<file path="src/rtl/spi_slave_ctrl.sv">
// SPI slave front-end for the command-coded RAM.
// Turns MOSI frames into {cmd,payload} words on rx_data/rx_valid and
// serialises RAM read data back out on MISO. clk is the SPI clock (SCLK).
module spi_slave_ctrl #(
  parameter int ADDR_SIZE = 8
) (
  input  logic                 clk,
  input  logic                 rst_n,
  input  logic                 SS_n,
  input  logic                 MOSI,
  output logic                 MISO,
  output logic [ADDR_SIZE+1:0] rx_data,
  output logic                 rx_valid,
  input  logic [ADDR_SIZE-1:0] tx_data,
  input  logic                 tx_valid
);

  localparam int RXW = ADDR_SIZE + 2;
  localparam int CW  = $clog2(RXW + 1);
  localparam int TW  = $clog2(ADDR_SIZE + 1);
  localparam logic [CW-1:0] LAST_BIT = CW'(RXW - 1);
  localparam logic [CW-1:0] WORD_DONE = CW'(RXW);

  typedef enum logic [2:0] {
    S_IDLE,
    S_CHK_CMD,
    S_WRITE,
    S_READ_ADD,
    S_READ_DATA
  } state_t;

  state_t              r_state;
  state_t              w_next;
  logic [CW-1:0]       r_bit_cnt;
  // Only the first RXW-1 bits need storing; the last bit goes straight to rx_data.
  logic [RXW-2:0]      r_shreg;
  logic                r_rd_addr_seen;
  logic                r_tx_valid_d;
  logic [ADDR_SIZE-1:0] r_tx_sh;
  logic [TW-1:0]       r_tx_cnt;

  logic w_shift_st;
  logic w_sample;
  logic w_last;

  // State register
  always_ff @(posedge clk or negedge rst_n) begin
    if (!rst_n) r_state <= S_IDLE;
    else        r_state <= w_next;
  end

  // Next-state decode; SS_n high drops any frame back to IDLE
  always_comb begin
    w_next = r_state;
    if (r_state != S_IDLE && SS_n) begin
      w_next = S_IDLE;
    end else begin
      unique case (r_state)
        S_IDLE:    w_next = SS_n ? S_IDLE : S_CHK_CMD;
        S_CHK_CMD: begin
          if (!MOSI)               w_next = S_WRITE;
          else if (r_rd_addr_seen) w_next = S_READ_DATA;
          else                     w_next = S_READ_ADD;
        end
        default:   w_next = r_state;
      endcase
    end
  end

  // Per-state control strobes for the receive datapath
  always_comb begin
    w_shift_st = (r_state == S_WRITE) || (r_state == S_READ_ADD) ||
                 (r_state == S_READ_DATA);
    w_sample   = w_shift_st && !SS_n && (r_bit_cnt != WORD_DONE);
    w_last     = w_sample && (r_bit_cnt == LAST_BIT);
  end

  // Receive shifter, word strobe and read-address bookkeeping
  always_ff @(posedge clk or negedge rst_n) begin
    if (!rst_n) begin
      r_bit_cnt      <= '0;
      r_shreg        <= '0;
      rx_data        <= '0;
      rx_valid       <= 1'b0;
      r_rd_addr_seen <= 1'b0;
    end else begin
      rx_valid <= w_last;
      if (!w_shift_st || SS_n) r_bit_cnt <= '0;
      else if (w_sample)       r_bit_cnt <= r_bit_cnt + CW'(1);
      if (w_sample) r_shreg <= {r_shreg[RXW-3:0], MOSI};
      if (w_last) begin
        rx_data <= {r_shreg, MOSI};
        if (r_state == S_READ_ADD)  r_rd_addr_seen <= 1'b1;
        if (r_state == S_READ_DATA) r_rd_addr_seen <= 1'b0;
      end
    end
  end

  // Read-data return: RAM strobe is only honoured right after a READ_DATA word
  always_ff @(posedge clk or negedge rst_n) begin
    if (!rst_n) begin
      r_tx_valid_d <= 1'b0;
      r_tx_sh      <= '0;
      r_tx_cnt     <= '0;
      MISO         <= 1'b0;
    end else if (SS_n || r_state != S_READ_DATA) begin
      r_tx_valid_d <= 1'b0;
      r_tx_sh      <= '0;
      r_tx_cnt     <= '0;
      MISO         <= 1'b0;
    end else begin
      r_tx_valid_d <= tx_valid && rx_valid;
      if (r_tx_valid_d) begin
        MISO     <= tx_data[ADDR_SIZE-1];
        r_tx_sh  <= {tx_data[ADDR_SIZE-2:0], 1'b0};
        r_tx_cnt <= TW'(ADDR_SIZE - 1);
      end else if (r_tx_cnt != '0) begin
        MISO     <= r_tx_sh[ADDR_SIZE-1];
        r_tx_sh  <= {r_tx_sh[ADDR_SIZE-2:0], 1'b0};
        r_tx_cnt <= r_tx_cnt - TW'(1);
      end else begin
        MISO     <= 1'b0;
      end
    end
  end

endmodule

</file>
<file path="config.mk">
export PLATFORM = sky130hd
export DESIGN_NAME = spi_slave_ctrl
export DESIGN_NICKNAME = d
export VERILOG_FILES = /design/src/rtl/spi_slave_ctrl.sv
export SDC_FILE = /design/constraint.sdc
export NUM_CORES = 1
export LEC_CHECK = 0
export CAP_MARGIN = 0
export CORE_ASPECT_RATIO = 2
export CORE_MARGIN = 2
export CORE_UTILIZATION = 39
export DETAILED_ROUTE_END_ITERATION = 6
export GPL_TIMING_DRIVEN = 0
export PLACE_DENSITY = 0.68
export SKIP_LAST_GASP = 1
export SYNTH_ARGS = -nofsm -noshare
export SYNTH_HDL_FRONTEND = slang
export SYNTH_SLANG_ARGS = --single-unit
</file>
<file path="constraint.sdc">
create_clock -name clk -period 4.73 [get_ports clk]
set_input_delay 0.473 -clock clk [delete_from_list [all_inputs] [get_ports clk]]
set_output_delay 0.473 -clock clk [all_outputs]
set_load 0.05 [all_outputs]
</file>
Word-level counts from Yosys, hierarchy flattened --
Cells that the tools add are included.
Storage, ports and cells: bits in registers 42, input port bits 13, output and inout bits 12, word-level logic and storage cells 57
Cells by class: add/subtract/negate cells 2, equal/unequal tests 7, mux-type cells 19, reduce and logical (&&, ||, !) cells 19
Operators by type and width (number):
- 8-bit 2-to-1 mux | 3
- 4-bit 2-to-1 mux | 5
- 3-bit 2-to-1 mux | 3
- 3-bit nonzero test | 3
- 1-bit 2-to-1 mux | 7
- 3-bit by 2-bit equality test with 1-bit output (second input constant) | 2
- 3-bit one-hot mux with 2 select lines | 1
- 1-bit logical AND | 5
- 4-bit by 1-bit adder with 4-bit output (second input constant) | 1
- 4-bit equality test (second input constant) | 1
- 1-bit logical OR | 4
- 4-bit != test (second input constant) | 1
- 2-bit nonzero test | 2
- 4-bit nonzero test | 1
- 4-bit by 1-bit subtractor with 4-bit output (second input constant) | 1
- 3-bit by 1-bit equality test with 1-bit output (second input constant) | 1
- 3-bit equality test (second input constant) | 1
- 3-bit logical NOT | 1
- 3-bit != test (second input constant) | 1
- 1-bit logical NOT | 2
- 2-bit AND reduction | 1

Depth between registers and ports, before layout --
Gate-level depths: netlist of the first run.
word-level depth 7, mapped depth 6, gate-level depth less buffers 5

Least setup slack after synthesis of the first run --
Ideal clock, no wire load.
kind flip-flop to flip-flop, start register r_bit_cnt[0], end register rx_data[1], setup time 0.125 ns, arrival 1.658 ns, required time 4.605 ns, path slack 2.947 ns, stages on the path, launching flop included 7, path buffers 1, clock period less this slack 1.783 ns, cells stage by stage dfrtp_1 inv_1 ha_1 nor4bb_1 o21ai_2 buf_6 mux2_4
On the way: word-level cells in the longest chain between the ends 3, elaborated cells on any way between the ends 4, those cells by class eq/ne: 2; reduce/logical: 2
Ends and longest elaborated chain:
- start: declaration | line 34 | logic [CW-1:0] r_bit_cnt;
- start signal: assignment | line 89 | else if (w_sample) r_bit_cnt <= r_bit_cnt + CW'(1);
- 4-bit != test | line 74 | w_sample = w_shift_st && !SS_n && (r_bit_cnt != WORD_DONE);
- 1-bit logical AND | line 74
- 1-bit logical AND * | line 75 | w_last = w_sample && (r_bit_cnt == LAST_BIT);
- end signal: assignment | line 92 | rx_data <= {r_shreg, MOSI};
- end: declaration | line 12 | output logic [ADDR_SIZE+1:0] rx_data,
Mark *: on every way between the ends. The rest lies on a longest branch, timed or not. A chain may end at the register's enable or synchronous reset.

Worst setup path after layout of the first run --
start register r_bit_cnt[0], end register rx_data[8]
Same word-level chain as after synthesis.

==> results by group, run 1 <==
Run status
  – Status: finished, final reports clean

GRT
  – Vias in the first global route: 1312
  – Global-route wire length before repair: 5930 um
  – GRT Util Overall: 15.0%
  – Gr ovfl total: 0
  – Largest net degree at the start of global routing: 42
  – Initial antenna violation count: 0

Critical path
  – Max FO, Critical Path: 10
  – R2r startpoint: r_bit_cnt[0]
  – CP required: 4.90 ns
  – R2R cell count: 6
  – R2r setup slk: 2.69 ns
  – Critical R2R Capture: rx_data[8]
  – Worst path arrival time: 2.21 ns
  – Setup CP Type: flip-flop to flip-flop
  – Critical Path End: rx_data[8]
  – Worst Setup SP: r_bit_cnt[0]
  – Setup crit start kind: flip-flop
  – CP endpoint kind: flip-flop

Job
  – Max Cap Viol: 0

Route
  – Routed length per instance: 15.0 um
  – Remaining antenna violation count: 0
  – DRT Pass-1 Iters: 2
  – Vias per cell: 5.28
  – Initial drt markers: 12
  – Via count: 1219
  – DRC violations left: 0
  – Total Wirelength: 3450 um

Yosys
  – Mapped Cells: 146
  – Synth Area in Compound Gates: 8.71%
  – Top cell type's share of synthesized area: 55.8%
  – XOR/XNOR Fraction of Synth Area: 1.90%
  – Syn avg cell area: 12.6 um^2
  – Number of synthesized flops with an enable pin: 0
  – Post-Syn Area: 1840 um^2
  – Leading post-synthesis cells by cell area: dfrtp_1, mux2_4, mux2_2
  – Syn nets: 163
  – #FFs+latches synth: 41
  – Most numerous cell in the Yosys netlist: dfrtp_1
  – Post-synthesis simple-gate area fraction: 9.12%
  – Main flop type after synthesis: dfrtp_1
  – Async set-reset flop share out of synthesis: 100%
  – Largest area contributor in the netlist: dfrtp_1
  – Synth cell count leaders: dfrtp_1, a21oi_1, inv_1, mux2_4
  – Synth warn: 0
  – Post-synthesis mux area share: 17.9%
  – Post-Synth Adder-Cell Area: 2.72%
  – Register area share after synthesis: 55.8%
  – Post-synth cell types: 32
  – Largest family of logic cells by synthesized area: multiplexers

Cells and area
  – Fillers: 437
  – Non-filler cells, final: 231
  – Inserted Diodes: 0
  – Design area: 2220 um^2
  – Final #Nets: 193
  – Post-Route Utilization: 48.7%
  – Layout area overhead: 20.7%
  – Share of layout cells above drive strength 1: 17.6%

Placed design
  – Placed insts: 224
  – Gpl congestion: 0.687
  – Pre-CTS worst setup slack: 2.68 ns
  – Placed Area: 2130 um^2
  – DP Wirelength: 2500 um
  – I/O Buffers: 23

Power and ir drop
  – Peak VDD IR: 0.000211 V
  – Power per cell area: 318 nW/um^2
  – Pleak: 0.990 nW
  – Tot Pwr: 706 uW

Floorplanning
  – Die width: 52.6 um
  – Core area: 4550 um^2
  – Initial core utilization: 40.4%
  – Die height: 101 um
  – DIE AREA: 5310 um^2
  – Top Ports: 25
  – Standard-cell rows: 35

Clocking
  – CTS tree: yes
  – Worst-path clk slew: 0.07 ns
  – Hold Buf Count CTS: 0
  – Worst skew pair latency: 0.29 ns
  – Num CTS Buffers: 5
  – Max Buffers Root-to-Sink: 2
  – Post-CTS sizing: 0
  – H-tree Lvls: 2
  – Clock Sinks: 41
  – Root buf cell: clkbuf_8
  – Post-CTS setup buffers: 0

STA
  – Highest clock rate: 490 MHz
  – Rel. slew slack: 40.8%
  – Setup_tns: 0 ns
  – Fin crit period: 2.04 ns
  – Worst setup margin: 2.69 ns
  – RSZ-0062 raised after global routing: false
  – Final hold slack: 0.305 ns
  – Final setup viols: 0
  – Final Cycle Share: 43.1%
  – Skew final: 0.00598 ns
  – Final Hold Fails: 0
  – Actual slew at the worst max-slew pin: 0.889 ns
  – Slew Viols, Final: 0

Worst hold path
  – HP Class: input pin to asynchronous set/reset pin
how the worst min path moves through the flow:
stage	endpoint	slack (ns)	depth (start not counted)
6_report	r_tx_sh[5]	0.30	1
2_1_floorplan	MISO	0.18	0
3_5_place_dp	r_tx_cnt[3]	0.49	1
4_1_cts	r_bit_cnt[2]	0.33	1
5_1_grt	r_bit_cnt[2]	0.38	1
3_3_place_gp	rx_data[9]	0.49	1
layer usage:
metal	up-vias	GRT usage [%]	wire (um)
met5	-	0	0
met4	0	5.92	49
met3	5	4.75	145
met2	22	26.4	1910
met1	620	16.1	1350
li1	572	-	-
worst max-delay path, stage by stage, from the launching register on:
cell      delay (ns)
dfrtp_1         0.43
inv_1           0.07
ha_1            0.21
nor4bb_1        0.58
o21ai_2         0.15
buf_6           0.20
mux2_4          0.30
final cells by class:
class | instances | area, um^2 | share of cell area (%)
clock buffer | 7 | 86.3 | 3.89
inverter | 9 | 33.8 | 1.52
buffer | 7 | 37.5 | 1.69
timing repair buffer | 23 | 225 | 10.1
multi-input combinational | 89 | 742 | 33.4
tap | 55 | 68.8 | 3.10
sequential | 41 | 1030 | 46.2
placed cells by master (no fill, tap or decap), types with 4 or more instances in the layout:
| cell | instances |
|---|---|
| clkbuf_1 | 4 |
| buf_2 | 4 |
| clkdlybuf4s50_1 | 22 |
| inv_1 | 9 |
| ha_1 | 4 |
| a21oi_1 | 12 |
| o21ai_0 | 6 |
| nor2_1 | 8 |
| clkbuf_8 | 6 |
| dfrtp_1 | 41 |
| mux2_2 | 8 |
| mux2i_1 | 7 |
| mux2_4 | 9 |
state kept, by name (all words and copies together) (netlist names):
signal,cells
rx_valid,1
MISO,1
r_shreg,9
rx_data,10
r_tx_valid_d,1
r_rd_addr_seen,1
r_bit_cnt,4
r_tx_cnt,4
r_tx_sh,7
r_state,3
cells by family (layout without fill, tap and decap cells):
kind of cell / after synthesis / in the layout
compound gates: 27 / 27
fa+ha+maj: 4 / 4
buf+inv: 16 / 46
simple gates: 27 / 27
flops: 41 / 41
mux: 27 / 27
xor+xnor: 4 / 4
where the power goes:
part | total (mW) | internal [mW] | switching, mW
sequential | 0.409 | 0.384 | 0.0247
clock | 0.221 | 0.116 | 0.106
combinational | 0.0759 | 0.0415 | 0.0344
total | 0.706 | 0.541 | 0.165
Note: power is estimated with default switching activity, not from simulation.
==> run 2, diff against run 1 <==
- clock period: 4.73 -> 1.92 ns (I/O delays scaled with it)
==> run 2 against run 1 <==
Wire length increased by 0.17%; critical path type unchanged; clock skew barely moved; core utilization grew 0.58 points.
==> results by group, run 2 (synthesized netlist as in run 1, its figures left out) <==
Clocking
  – Worst skew pair latency: 0.29 ns (about the same)
  – Num CTS Buffers: 5 (unchanged)
  – CTS tree: yes
  – Worst-path clk slew: 0.07 ns (about the same)
  – Max Buffers Root-to-Sink: 2 (unchanged)
  – H-tree Lvls: 2 (unchanged)
  – Hold Buf Count CTS: 0 (unchanged)
  – Clock Sinks: 41 (unchanged)
  – Root buf cell: clkbuf_8

STA
  – Final Hold Fails: 0 (unchanged)
  – Final Cycle Share: 94.1% (+51 points)
  – Slew Viols, Final: 0 (unchanged)
  – Actual slew at the worst max-slew pin: 0.892 ns (+0.00348 ns)
  – Fin crit period: 1.81 ns (-0.234 ns)
  – RSZ-0062 raised after global routing: false
  – Skew final: 0.00623 ns (+0.000250 ns)
  – Rel. slew slack: 40.5% (-0.23 points)
  – Highest clock rate: 554 MHz (+13%)
  – Final setup viols: 0 (unchanged)
  – Worst setup margin: 0.114 ns (-2.58 ns)
  – Setup_tns: 0 ns (unchanged)

Critical path
  – CP cell instances: inv_1, ha_1, or3b_1, buf_4, mux2_1, a21oi_1
  – CP endpoint kind: flip-flop
  – Top delay family on crit path: flip-flops
  – Critical path buffers and inverters: 2 (unchanged)
  – CP max-delay cell: dfrtp_1
  – R2R cell count: 6 (unchanged)
  – Setup CP Type: flip-flop to flip-flop
  – Setup crit start kind: flip-flop
  – R2r startpoint: r_tx_cnt[0]
  – Worst path arrival time: 2.02 ns (-0.19 ns)
  – Worst Setup SP: r_tx_cnt[0]
  – Crit path largest cell delay: 0.42 ns (-0.16 ns)
  – Max FO, Critical Path: 10 (unchanged)
  – Critical R2R Capture: r_tx_cnt[1]
  – R2r setup slk: 0.11 ns (-2.58 ns)
  – CP required: 2.13 ns (-2.77 ns)

Placed design
  – Gpl congestion: 0.687 (unchanged)
  – Pre-CTS worst setup slack: -0.133 ns (-2.81 ns)
  – I/O Buffers: 23 (unchanged)
  – DP Wirelength: 2500 um (unchanged)
  – Placed Area: 2130 um^2 (unchanged)

Cells and area
  – Post-Route Utilization: 49.3% (+0.58 points)
  – Most flops, register: rx_data
  – Commonest non-fill, non-tap cell in the layout: dfrtp_1
  – Top Registers: rx_data (10), r_shreg (9), r_tx_sh (7)
  – Final #Nets: 194 (+0.52%)
  – Max reg flops: 10 (unchanged)
  – Inserted Diodes: 0 (unchanged)
  – Commonest cells after routing, fill and taps aside: dfrtp_1, clkdlybuf4s50_1, a21oi_1
  – Design area: 2250 um^2 (+1.2%)
  – Share of layout cells above drive strength 1: 19.2% (+1.6 points)
  – Layout area overhead: 22.1%

Floorplanning
  – Initial core utilization: 40.4% (unchanged)
  – Standard-cell rows: 35 (unchanged)
  – Die width: 52.6 um (unchanged)
  – Die height: 101 um (unchanged)
  – Top Ports: 25 (unchanged)
  – Core area: 4550 um^2 (unchanged)
  – DIE AREA: 5310 um^2 (unchanged)

Route
  – Vias per cell: 5.22 (-1.2%)
  – Initial drt markers: 13 (+1)
  – Remaining antenna violation count: 0 (unchanged)
  – DRT Pass-1 Iters: 3 (+1)
  – DRC violations left: 0 (unchanged)
  – Routed length per instance: 14.9 um (-0.26%)
  – Via count: 1210 (-0.74%)
  – Total Wirelength: 3460 um (+0.17%)

GRT
  – Gr ovfl total: 0 (unchanged)
  – Global-route wire length before repair: 5970 um (+0.57%)
  – Initial antenna violation count: 0 (unchanged)
  – Vias in the first global route: 1319 (+0.53%)
  – GRT Util Overall: 15.1% (+0.12 points)
  – Largest net degree at the start of global routing: 42 (unchanged)

Power and ir drop
  – Pleak: 0.994 nW (+0.41%)
  – Peak VDD IR: 0.000523 V (+150%)
  – Power per cell area: 776 nW/um^2 (+140%)

Job
  – Max Cap Viol: 0 (unchanged)

Worst hold path
  – HP Class: input pin to asynchronous set/reset pin

Run status
  – Status: finished, final reports clean
-- run 2: layout make-up --
type	instances	area (um^2)
fill	434	2310
sequential	41	1030
clock buffer	7	86.3
tap	55	68.8
buffer	7	40.0
multi-input combinational	89	757
inverter	9	33.8
timing repair buffer	24	233
-- run 2: metrics by stage --
step           cells  power (mW)  hold slack [ns]
4_1_cts          232        1.77           0.0496
5_1_grt          232        1.84            0.104
3_5_place_dp     224        1.21            0.363
6_report         232        1.74           0.0287
2_1_floorplan    146        1.13           -0.104
3_3_place_gp     224        1.20            0.465
-- run 2: repair_timing --
action | in CTS | in global routing
pin swaps | 1 | 1
buffers inserted | 1 | 0
setup endpoints to repair | 11 | 12
cloned | 0 | 0
gates resized for setup | 1 | 4
-- run 2: where the power goes --
group / switching [mW] / total [mW] / leakage [nW] / internal (mW)
registers: 0.0600 / 1.01 / 0.555 / 0.946
logic: 0.0856 / 0.191 / 0.395 / 0.105
clock network: 0.263 / 0.547 / 0.0443 / 0.285
-- run 2: worst max-delay path by stage --
| stage | end | slack (ns) | cells past startpoint |
|---|---|---|---|
| after floorplan | rx_data[1] | 0.14 | 6 |
| after global placement | rx_data[1] | -0.30 | 1 |
| after detailed placement | rx_data[5] | -0.13 | 6 |
| after CTS | rx_data[6] | 0.02 | 6 |
| after global routing | r_shreg[2] | 0.03 | 4 |
| final | r_tx_cnt[1] | 0.11 | 6 |
-- run 2: per-layer routing --
| layer | track usage (%) | up-vias | wire length, um | part of all wire [%] |
|---|---|---|---|---|
| met2 | 26.4 | 22 | 1910 | 55 |
| met5 | 0 | - | 0 | 0 |
| met3 | 4.75 | 6 | 155 | 4.5 |
| met4 | 5.92 | 0 | 62 | 1.8 |
| li1 | - | 569 | - | - |
| met1 | 16.5 | 613 | 1330 | 39 |
